### config.mk
export PLATFORM = sky130hd
export DESIGN_NAME = uc_booth
export DESIGN_NICKNAME = d
export VERILOG_FILES = /design/src/rtl/booth_pkg.sv /design/src/rtl/uc_booth.sv
export SDC_FILE = /design/constraint.sdc
export NUM_CORES = 1
export LEC_CHECK = 0
export ABC_AREA = 0
export CORE_MARGIN = 3
export CORE_UTILIZATION = 30
export DETAILED_ROUTE_END_ITERATION = 16
export SLEW_MARGIN = 10
export SYNTH_ARGS = -nofsm -noshare
export SYNTH_HDL_FRONTEND = slang
export SYNTH_SLANG_ARGS = --single-unit
export TNS_END_PERCENT = 1
### constraint.sdc
create_clock -name clk -period 2.9 [get_ports clk]
set_clock_uncertainty 0.15 [all_clocks]
set_input_delay 0.29 -clock clk [delete_from_list [all_inputs] [get_ports clk]]
set_output_delay 0.29 -clock clk [all_outputs]
set_load 0.01 [all_outputs]
### src/rtl/booth_pkg.sv
`default_nettype none
// ============================================================================
//  Module   : booth_pkg
//  Brief    : Shared definitions for the 3-bit Booth multiplier control unit:
//             state encoding and default operand width.
//  Revision : 1.0  initial release
// ============================================================================
package booth_pkg;

    // Default operand width; also the number of add/sub-and-shift iterations.
    localparam int N_DEFAULT = 3;

    // State encoding of the control FSM.
    localparam logic [2:0] ST_IDLE  = 3'd0;
    localparam logic [2:0] ST_INIT  = 3'd1;
    localparam logic [2:0] ST_LOAD  = 3'd2;
    localparam logic [2:0] ST_EVAL  = 3'd3;
    localparam logic [2:0] ST_SHIFT = 3'd4;
    localparam logic [2:0] ST_DONE  = 3'd5;

    typedef enum logic [2:0] {
        IDLE  = ST_IDLE,
        INIT  = ST_INIT,
        LOAD  = ST_LOAD,
        EVAL  = ST_EVAL,
        SHIFT = ST_SHIFT,
        DONE  = ST_DONE
    } state_t;

endpackage : booth_pkg
`default_nettype wire

### src/rtl/uc_booth.sv
`default_nettype none
// ============================================================================
//  Module   : uc_booth
//  Brief    : Control unit of the Booth multiplier. Sequences datapath clear,
//             operand load, N evaluate/shift iterations and a fin/start
//             handshake. EVAL decodes the registered {q0,qsub1} pair into
//             add / subtract / no-op.
//  Revision : 1.0  initial release
// ============================================================================
module uc_booth
    import booth_pkg::*;
#(
    parameter int N = N_DEFAULT
) (
    input  logic clk,
    input  logic reset,      // asynchronous, active-low
    input  logic start,
    input  logic q0,
    input  logic qsub1,
    output logic CargaA,
    output logic CargaQ,
    output logic CargaM,
    output logic desplaza,
    output logic resta,
    output logic fin,
    output logic reset_dp,   // active-low datapath clear
    output logic busy
);

    localparam int             CW         = $clog2(N + 1);
    localparam logic [CW-1:0]  C_CNT_LAST = CW'(N - 1);

    state_t          state_q, state_d;
    logic [CW-1:0]   cnt_q, cnt_d;

    // State and completed-shift counter; reset abandons any operation at once.
    always_ff @(posedge clk or negedge reset) begin
        if (!reset) begin
            state_q <= IDLE;
            cnt_q   <= '0;
        end else begin
            state_q <= state_d;
            cnt_q   <= cnt_d;
        end
    end

    // Next-state and output decode; outputs depend on state only, except the
    // EVAL add/subtract choice which follows the registered datapath bits.
    always_comb begin
        state_d  = state_q;
        cnt_d    = cnt_q;
        CargaA   = 1'b0;
        CargaQ   = 1'b0;
        CargaM   = 1'b0;
        desplaza = 1'b0;
        resta    = 1'b0;
        fin      = 1'b0;
        reset_dp = 1'b1;
        busy     = 1'b1;

        case (state_q)
            IDLE: begin
                busy = 1'b0;
                if (start) begin
                    state_d = INIT;
                end
            end
            INIT: begin
                reset_dp = 1'b0;
                cnt_d    = '0;
                state_d  = LOAD;
            end
            LOAD: begin
                CargaQ  = 1'b1;
                CargaM  = 1'b1;
                state_d = EVAL;
            end
            EVAL: begin
                case ({q0, qsub1})
                    2'b10: begin
                        CargaA = 1'b1;
                        resta  = 1'b1;
                    end
                    2'b01: begin
                        CargaA = 1'b1;
                    end
                    default: begin
                        CargaA = 1'b0;
                    end
                endcase
                state_d = SHIFT;
            end
            SHIFT: begin
                desplaza = 1'b1;
                cnt_d    = cnt_q + CW'(1);
                state_d  = (cnt_q == C_CNT_LAST) ? DONE : EVAL;
            end
            DONE: begin
                fin = 1'b1;
                // Holding start high parks here, so no retrigger.
                if (!start) begin
                    state_d = IDLE;
                end
            end
            default: begin
                busy    = 1'b0;
                state_d = IDLE;
            end
        endcase
    end

endmodule : uc_booth
`default_nettype wire

==> results of run 1 <==
==> worst paths after layout <==
kind	start	to	slack, ns	cells after the start
worst max-delay path	state_q[0]	reset_dp	0.65	3
worst min-delay path	reset	cnt_q[0]	0.12	1
worst max register to register	state_q[1]	cnt_q[1]	1.53	2
worst min register to register	cnt_q[1]	cnt_q[1]	0.40	1
max in group asynchronous	reset	state_q[0]	2.28	1
min in group clk	cnt_q[1]	cnt_q[1]	0.40	1
==> metal layers <==
| layer | share of wire | routed length (um) |
|---|---|---|
| met1 | 0.43 | 381 |
| met2 | 0.50 | 441 |
| met3 | 0.059 | 52 |
| met4 | 0.012 | 11 |
| met5 | 0 | 0 |
==> power groups by stage <==
stage,Combinational [uW],Sequential [uW],Clock (uW)
2_1_floorplan,253,127,0
3_3_place_gp,265,185,0
3_5_place_dp,276,191,0
4_1_cts,281,192,86.9
5_1_grt,301,206,94.1
6_report,276,193,85.7
==> cell usage after synthesis <==
master | count | share of area
o2bb2ai_1 | 1 | 0.022
xnor2_1 | 1 | 0.022
a211o_1 | 2 | 0.045
or2b_1 | 1 | 0.019
nand2_1 | 1 | 0.0096
nor3b_1 | 2 | 0.038
o21bai_1 | 1 | 0.019
nor3b_4 | 1 | 0.048
nor4b_1 | 2 | 0.045
inv_1 | 4 | 0.038
nor2_1 | 2 | 0.019
dfrtp_1 | 5 | 0.32
nand3b_1 | 1 | 0.019
buf_6 | 1 | 0.029
or3_1 | 1 | 0.016
o21ai_0 | 1 | 0.013
o21ba_2 | 1 | 0.026
a21oi_1 | 1 | 0.013
mux2i_1 | 1 | 0.026
ha_1 | 2 | 0.064
nor3_1 | 1 | 0.013
o221a_2 | 1 | 0.029
and3_2 | 2 | 0.038
buf_4 | 3 | 0.058
inv_2 | 1 | 0.0096
==> worst reg2reg max path, cell delays in order, from the launching register on <==
cell      delay (ns)
dfrtp_1         0.54
o21bai_1        0.26
a211o_1         0.31
==> through the flow <==
stage	util	total power (uW)	setup WS, ns	cell area, um^2
finish	0.450	555	0.646	520
global route	0.450	601	0.543	520
CTS	0.450	560	0.631	520
detailed placement	0.427	468	0.766	494
floorplan	-	379	1.32	390
global placement	0.427	449	0.790	494
==> cell usage in the layout (no fill, tap or decap), types with 2 or more instances in the layout <==
| cell | synthesis | final |
|---|---|---|
| clkdlybuf4s50_1 | 0 | 12 |
| dfrtp_1 | 5 | 5 |
| inv_1 | 4 | 4 |
| clkbuf_4 | 0 | 3 |
| nor3b_1 | 2 | 2 |
| nor2_1 | 2 | 2 |
| and3_2 | 2 | 2 |
| nor4b_1 | 2 | 2 |
| a211o_1 | 2 | 2 |
| ha_1 | 2 | 2 |
==> flip-flops by register name (all words and copies together), names as in the netlist <==
| name | count |
|---|---|
| cnt_q | 2 |
| state_q | 3 |
==> cells by family (layout without fill, tap and decap cells) <==
logic type               after synthesis  count (layout)  synth area share
adder cells (fa/ha/maj)                2               2            0.0641
AO/OA/AOI/OAI                          8               8             0.167
XOR/XNOR                               1               1            0.0224
AND/OR/NAND/NOR                       14              14             0.266
multiplexers                           1               1            0.0256
flip-flops                             5               5             0.321
buffers and inverters                  9              21             0.135
==> cell type report <==
class                   count  share of cell area
multi-input cells          26               0.409
flip-flops and latches      5               0.240
repair buffers             12               0.231
clock buffers               4              0.0505
inverters                   5              0.0361
well taps                  14              0.0337
==> impl_results.md, run 1 <==
* CTS tree: yes
* Kind of end point of the critical path: output port
* First-pass iteration count of the detailed router at 3
* Reg clk slew, reported paths at 0.05 ns
* Critical Path RT at 2.46 ns
* H-tree depth at 1
* RSZ-0062 raised after global routing: false
* CP Class: flip-flop to output port
* Detailed placement HPWL at 629 um
* Critical-path cell with the highest stage delay: dfrtp_1
* Register area at 125 um^2
* Sum of negative setup slack at 0 ns
* Post-synthesis cell type count at 25
* Met3 GRT Util at 0.0730
* Slew Viols, Final at 0
* Die Wd at 42.1 um
* MaxCap Viol Count at 0
* #FFs+latches synth at 5
* Global route hottest layer: met2
* Int Pwr at 328 uW
* Seq/Total Area, Yosys at 0.321
* Final cell count without fillers at 66
* Layout Nets at 60
* Drt via density at 5.11
* CTS Hold Bufs at 0
* Syn Inst Count at 40
* Root buffer cell: clkbuf_4
* Initial drt markers at 6
* Starting Density at 0.338
* Routed Antenna Nets at 0
* Seq pwr share at 0.348
* GRT Total Usage at 0.121
* Tmin final at 2.25 ns
* Synth Warn # at 0
* WHS at 0.117 ns
* First-pass GRT wire length at 1.59 mm
* Die Footprint at 1770 um^2
* Share of layout cells above drive strength 1 at 0.173
* Relative slew slack at 0.683
* I/O Buffers at 12
* Area of the multi-input gates at 213 um^2
* I/O pin count at 13
* CTS buffer count at 3
* Total wire length at 886 um
* CP peak stage delay at 0.63 ns
* Hold Vio Cnt, Final at 0
* Inserted Diodes at 0
* Switch Pwr at 227 uW
* Setup bufs post-CTS at 0
* Worst-path maximum fanout at 13
* Inst Count DP at 62
* Mapped Area at 390 um^2
* Tcrit/Tclk final at 0.777
* GR Util met2 at 0.182
* Clock Latency Late Sink at 0.25 ns
* CTS Buffer Depth at 2
* Met1 Use GR at 0.136
* GR Overflow Total at 0
* Vias after detailed routing at 337
* Die Span Y at 42.1 um
* Status: complete, no violations
* PostCTS Resize Cnt at 0
* Worst-Margin Slew at 0.475 ns
* Switching share of power at 0.410
* Largest net degree at the start of global routing at 17
* Syn avg cell area at 9.76 um^2
* Placer congestion estimate at 0.711
* # DRC at 0
* CTS Sinks at 5
* Post-synth net total at 47
* Vias in the first global route at 344
* Area Overhead vs Synth at 33.3%
* Pwr/cell area at 1070 nW/um^2
* Comb pwr share at 0.497
* Fmax at 444 MHz
* Num rows at 12
* CP Buf/Inv Count at 2
* Critical Path Start Type: flip-flop
* DR WL/cell at 13.4 um
* CORE AREA at 1160 um^2
* Worst hold path class: primary input to asynchronous set/reset pin
* Fill cells at 113
* Critical Path AT at 1.81 ns
* Initial antenna violation count at 0
* Worst path cell trace: inv_2 > or3_1 > clkdlybuf4s50_1
* Clk pwr share at 0.154
* Leakage at 0.000226 uW
* # setup viols final at 0
* Max IR drop VDD at 0.477 mV
* Crit path max-delay family: flip-flops
No activity file was read; power rests on OpenSTA's default activity.
==> run 2, diff against run 1 <==
Clock period 2.9 ns to 2.3 ns, I/O delays scaled along.
==> run 2 against run 1 <==
Net effect:
- global-route usage fell by 1.8 points
- clock power grew 23%
- sequential power is 25% higher
- sequential share of layout area is the same
- sequential cell count is the same
- core utilization stayed put
- highest routed layer unchanged
==> impl_results.md, run 2 (synthesis gave the netlist of run 1 again) <==
* Leakage at 0.000226 uW (unchanged)
* Comb pwr share at 0.499 (+0.002)
* Placer congestion estimate at 0.709 (-0.30%)
* Pwr/cell area at 1330 nW/um^2 (+25%)
* First-pass iteration count of the detailed router at 4 (+1)
* Regs by FF count: state_q: 3 flops, cnt_q: 2 flops
* Die Footprint at 1770 um^2 (unchanged)
* Sum of negative setup slack at 0 ns (unchanged)
* Fin util at 0.450 (unchanged)
* CTS Sinks at 5 (unchanged)
* Tmin final at 2.19 ns
* Pwr Total at 693 uW (+25%)
* RR Startpoint: state_q[0]
* CTS tree: yes
* Switch Pwr at 280 uW (+23%)
* Share of layout cells above drive strength 1 at 0.173 (unchanged)
* RSZ-0062 raised after global routing: false
* MaxCap Viol Count at 0 (unchanged)
* Status: complete, no violations
* Initial antenna violation count at 0 (unchanged)
* Worst-path maximum fanout at 13 (unchanged)
* CTS Hold Bufs at 0 (unchanged)
* Clk pwr share at 0.151 (-0.003)
* Initial drt markers at 7 (+1)
* Die Wd at 42.1 um (unchanged)
* GRT Total Usage at 0.103 (-0.0181)
* CORE AREA at 1160 um^2 (unchanged)
* Commonest non-fill, non-tap cell in the layout: clkdlybuf4s50_1
* Most frequent cells in the layout: 12 x clkdlybuf4s50_1, 5 x dfrtp_1, 4 x inv_1
* I/O pin count at 13 (unchanged)
* # DRC at 0 (unchanged)
* H-tree depth at 1 (unchanged)
* CP Class: flip-flop to output port
* Vias in the first global route at 319 (-7.3%)
* Drt via density at 5.09 (-0.30%)
* Vias after detailed routing at 336 (-0.30%)
* Num rows at 12 (unchanged)
* Critical Path Source: state_q[0]
* First-pass GRT wire length at 1.38 mm (-13%)
* # setup viols final at 0 (unchanged)
* Layout Nets at 60 (unchanged)
* Max reg flops at 3 (unchanged)
* Routed Antenna Nets at 0 (unchanged)
* WHS at 0.0648 ns (-0.0524 ns)
* GR Overflow Total at 0 (unchanged)
* Critical Path AT at 1.81 ns (about the same)
* Area Overhead vs Synth at 33.3% (unchanged)
* Max IR drop VDD at 0.542 mV (+14%)
* I/O Buffers at 12 (unchanged)
* Fmax at 457 MHz
* DR WL/cell at 12.4 um (-7.7%)
* Clock Latency Late Sink at 0.24 ns (about the same)
* Switching share of power at 0.405 (-0.00496)
* CTS buffer count at 3 (unchanged)
* Worst hold path class: primary input to asynchronous set/reset pin
* Largest net degree at the start of global routing at 17 (unchanged)
* Inserted Diodes at 0 (unchanged)
* Setup bufs post-CTS at 0 (unchanged)
* Relative slew slack at 0.675 (-0.00850)
* Worst-Margin Slew at 0.488 ns (+0.0128 ns)
* Tcrit/Tclk final at 0.950
* Starting Density at 0.338 (unchanged)
* Kind of end point of the critical path: output port
* Reg clk slew, reported paths at 0.04 ns (about the same)
* Hold Vio Cnt, Final at 0 (unchanged)
* CTS Buffer Depth at 2 (unchanged)
* Reg2Reg Depth at 2 (unchanged)
* Int Pwr at 413 uW (+26%)
* Root buffer cell: clkbuf_4
* CP endpoint: reset_dp
* Die Span Y at 42.1 um (unchanged)
* Detailed placement HPWL at 599 um (-4.8%)
* Largest Register: state_q
* Seq pwr share at 0.350 (+0.002)
* Critical Path Start Type: flip-flop
* Critical Path RT at 1.92 ns (-0.54 ns)
* Slew Viols, Final at 0 (unchanged)
* PostCTS Resize Cnt at 0 (unchanged)
* Total wire length at 818 um (-7.7%)
* R2R setup slack at 0.92 ns (-0.61 ns)
* Worst r2r dst: cnt_q[1]
## run 2: layout make-up
cell class | instances | area (um^2)
repair buffers | 12 | 120
inverters | 5 | 18.8
clock buffers | 4 | 26.3
well taps | 14 | 17.5
multi-input cells | 26 | 213
flip-flops and latches | 5 | 125
fillers | 119 | 636
## run 2: power by group through the flow
stage	Sequential (uW)	Clock, uW	Combinational [uW]
2_1_floorplan	160	0	319
3_3_place_gp	234	0	334
3_5_place_dp	242	0	349
4_1_cts	241	108	351
5_1_grt	255	116	378
6_report	242	105	346
## run 2: through the flow
stage	cell area [um^2]	cells	setup slack, ns
after global routing	520	66	0.0171
after CTS	520	66	0.103
after detailed placement	494	62	0.277
after floorplan	390	40	0.776
after global placement	494	62	0.307
final	520	66	0.114
## run 2: critical path: stages (launching register included)
cell             delay [ns]
dfrtp_1                0.64
inv_2                  0.09
or3_1                  0.35
clkdlybuf4s50_1        0.49
## run 2: per-layer routing
layer	track usage	up-vias	part of all wire	wire (um)
met5	0	-	0	0
met4	0.0932	0	0.020	16
met3	0.0343	2	0.087	71
met2	0.142	18	0.43	353
met1	0.124	148	0.46	376
li1	-	168	-	-
## run 2: worst min-delay path by stage
stage / startpoint / endpoint / slack [ns] / cells after the start
after floorplan: reset / cnt_q[0] / -0.22 / 0
after global placement: reset / cnt_q[0] / 0.32 / 1
after detailed placement: reset / cnt_q[0] / 0.33 / 1
after CTS: reset / cnt_q[0] / 0.06 / 1
after global routing: reset / state_q[2] / 0.07 / 1
final: reset / cnt_q[0] / 0.06 / 1
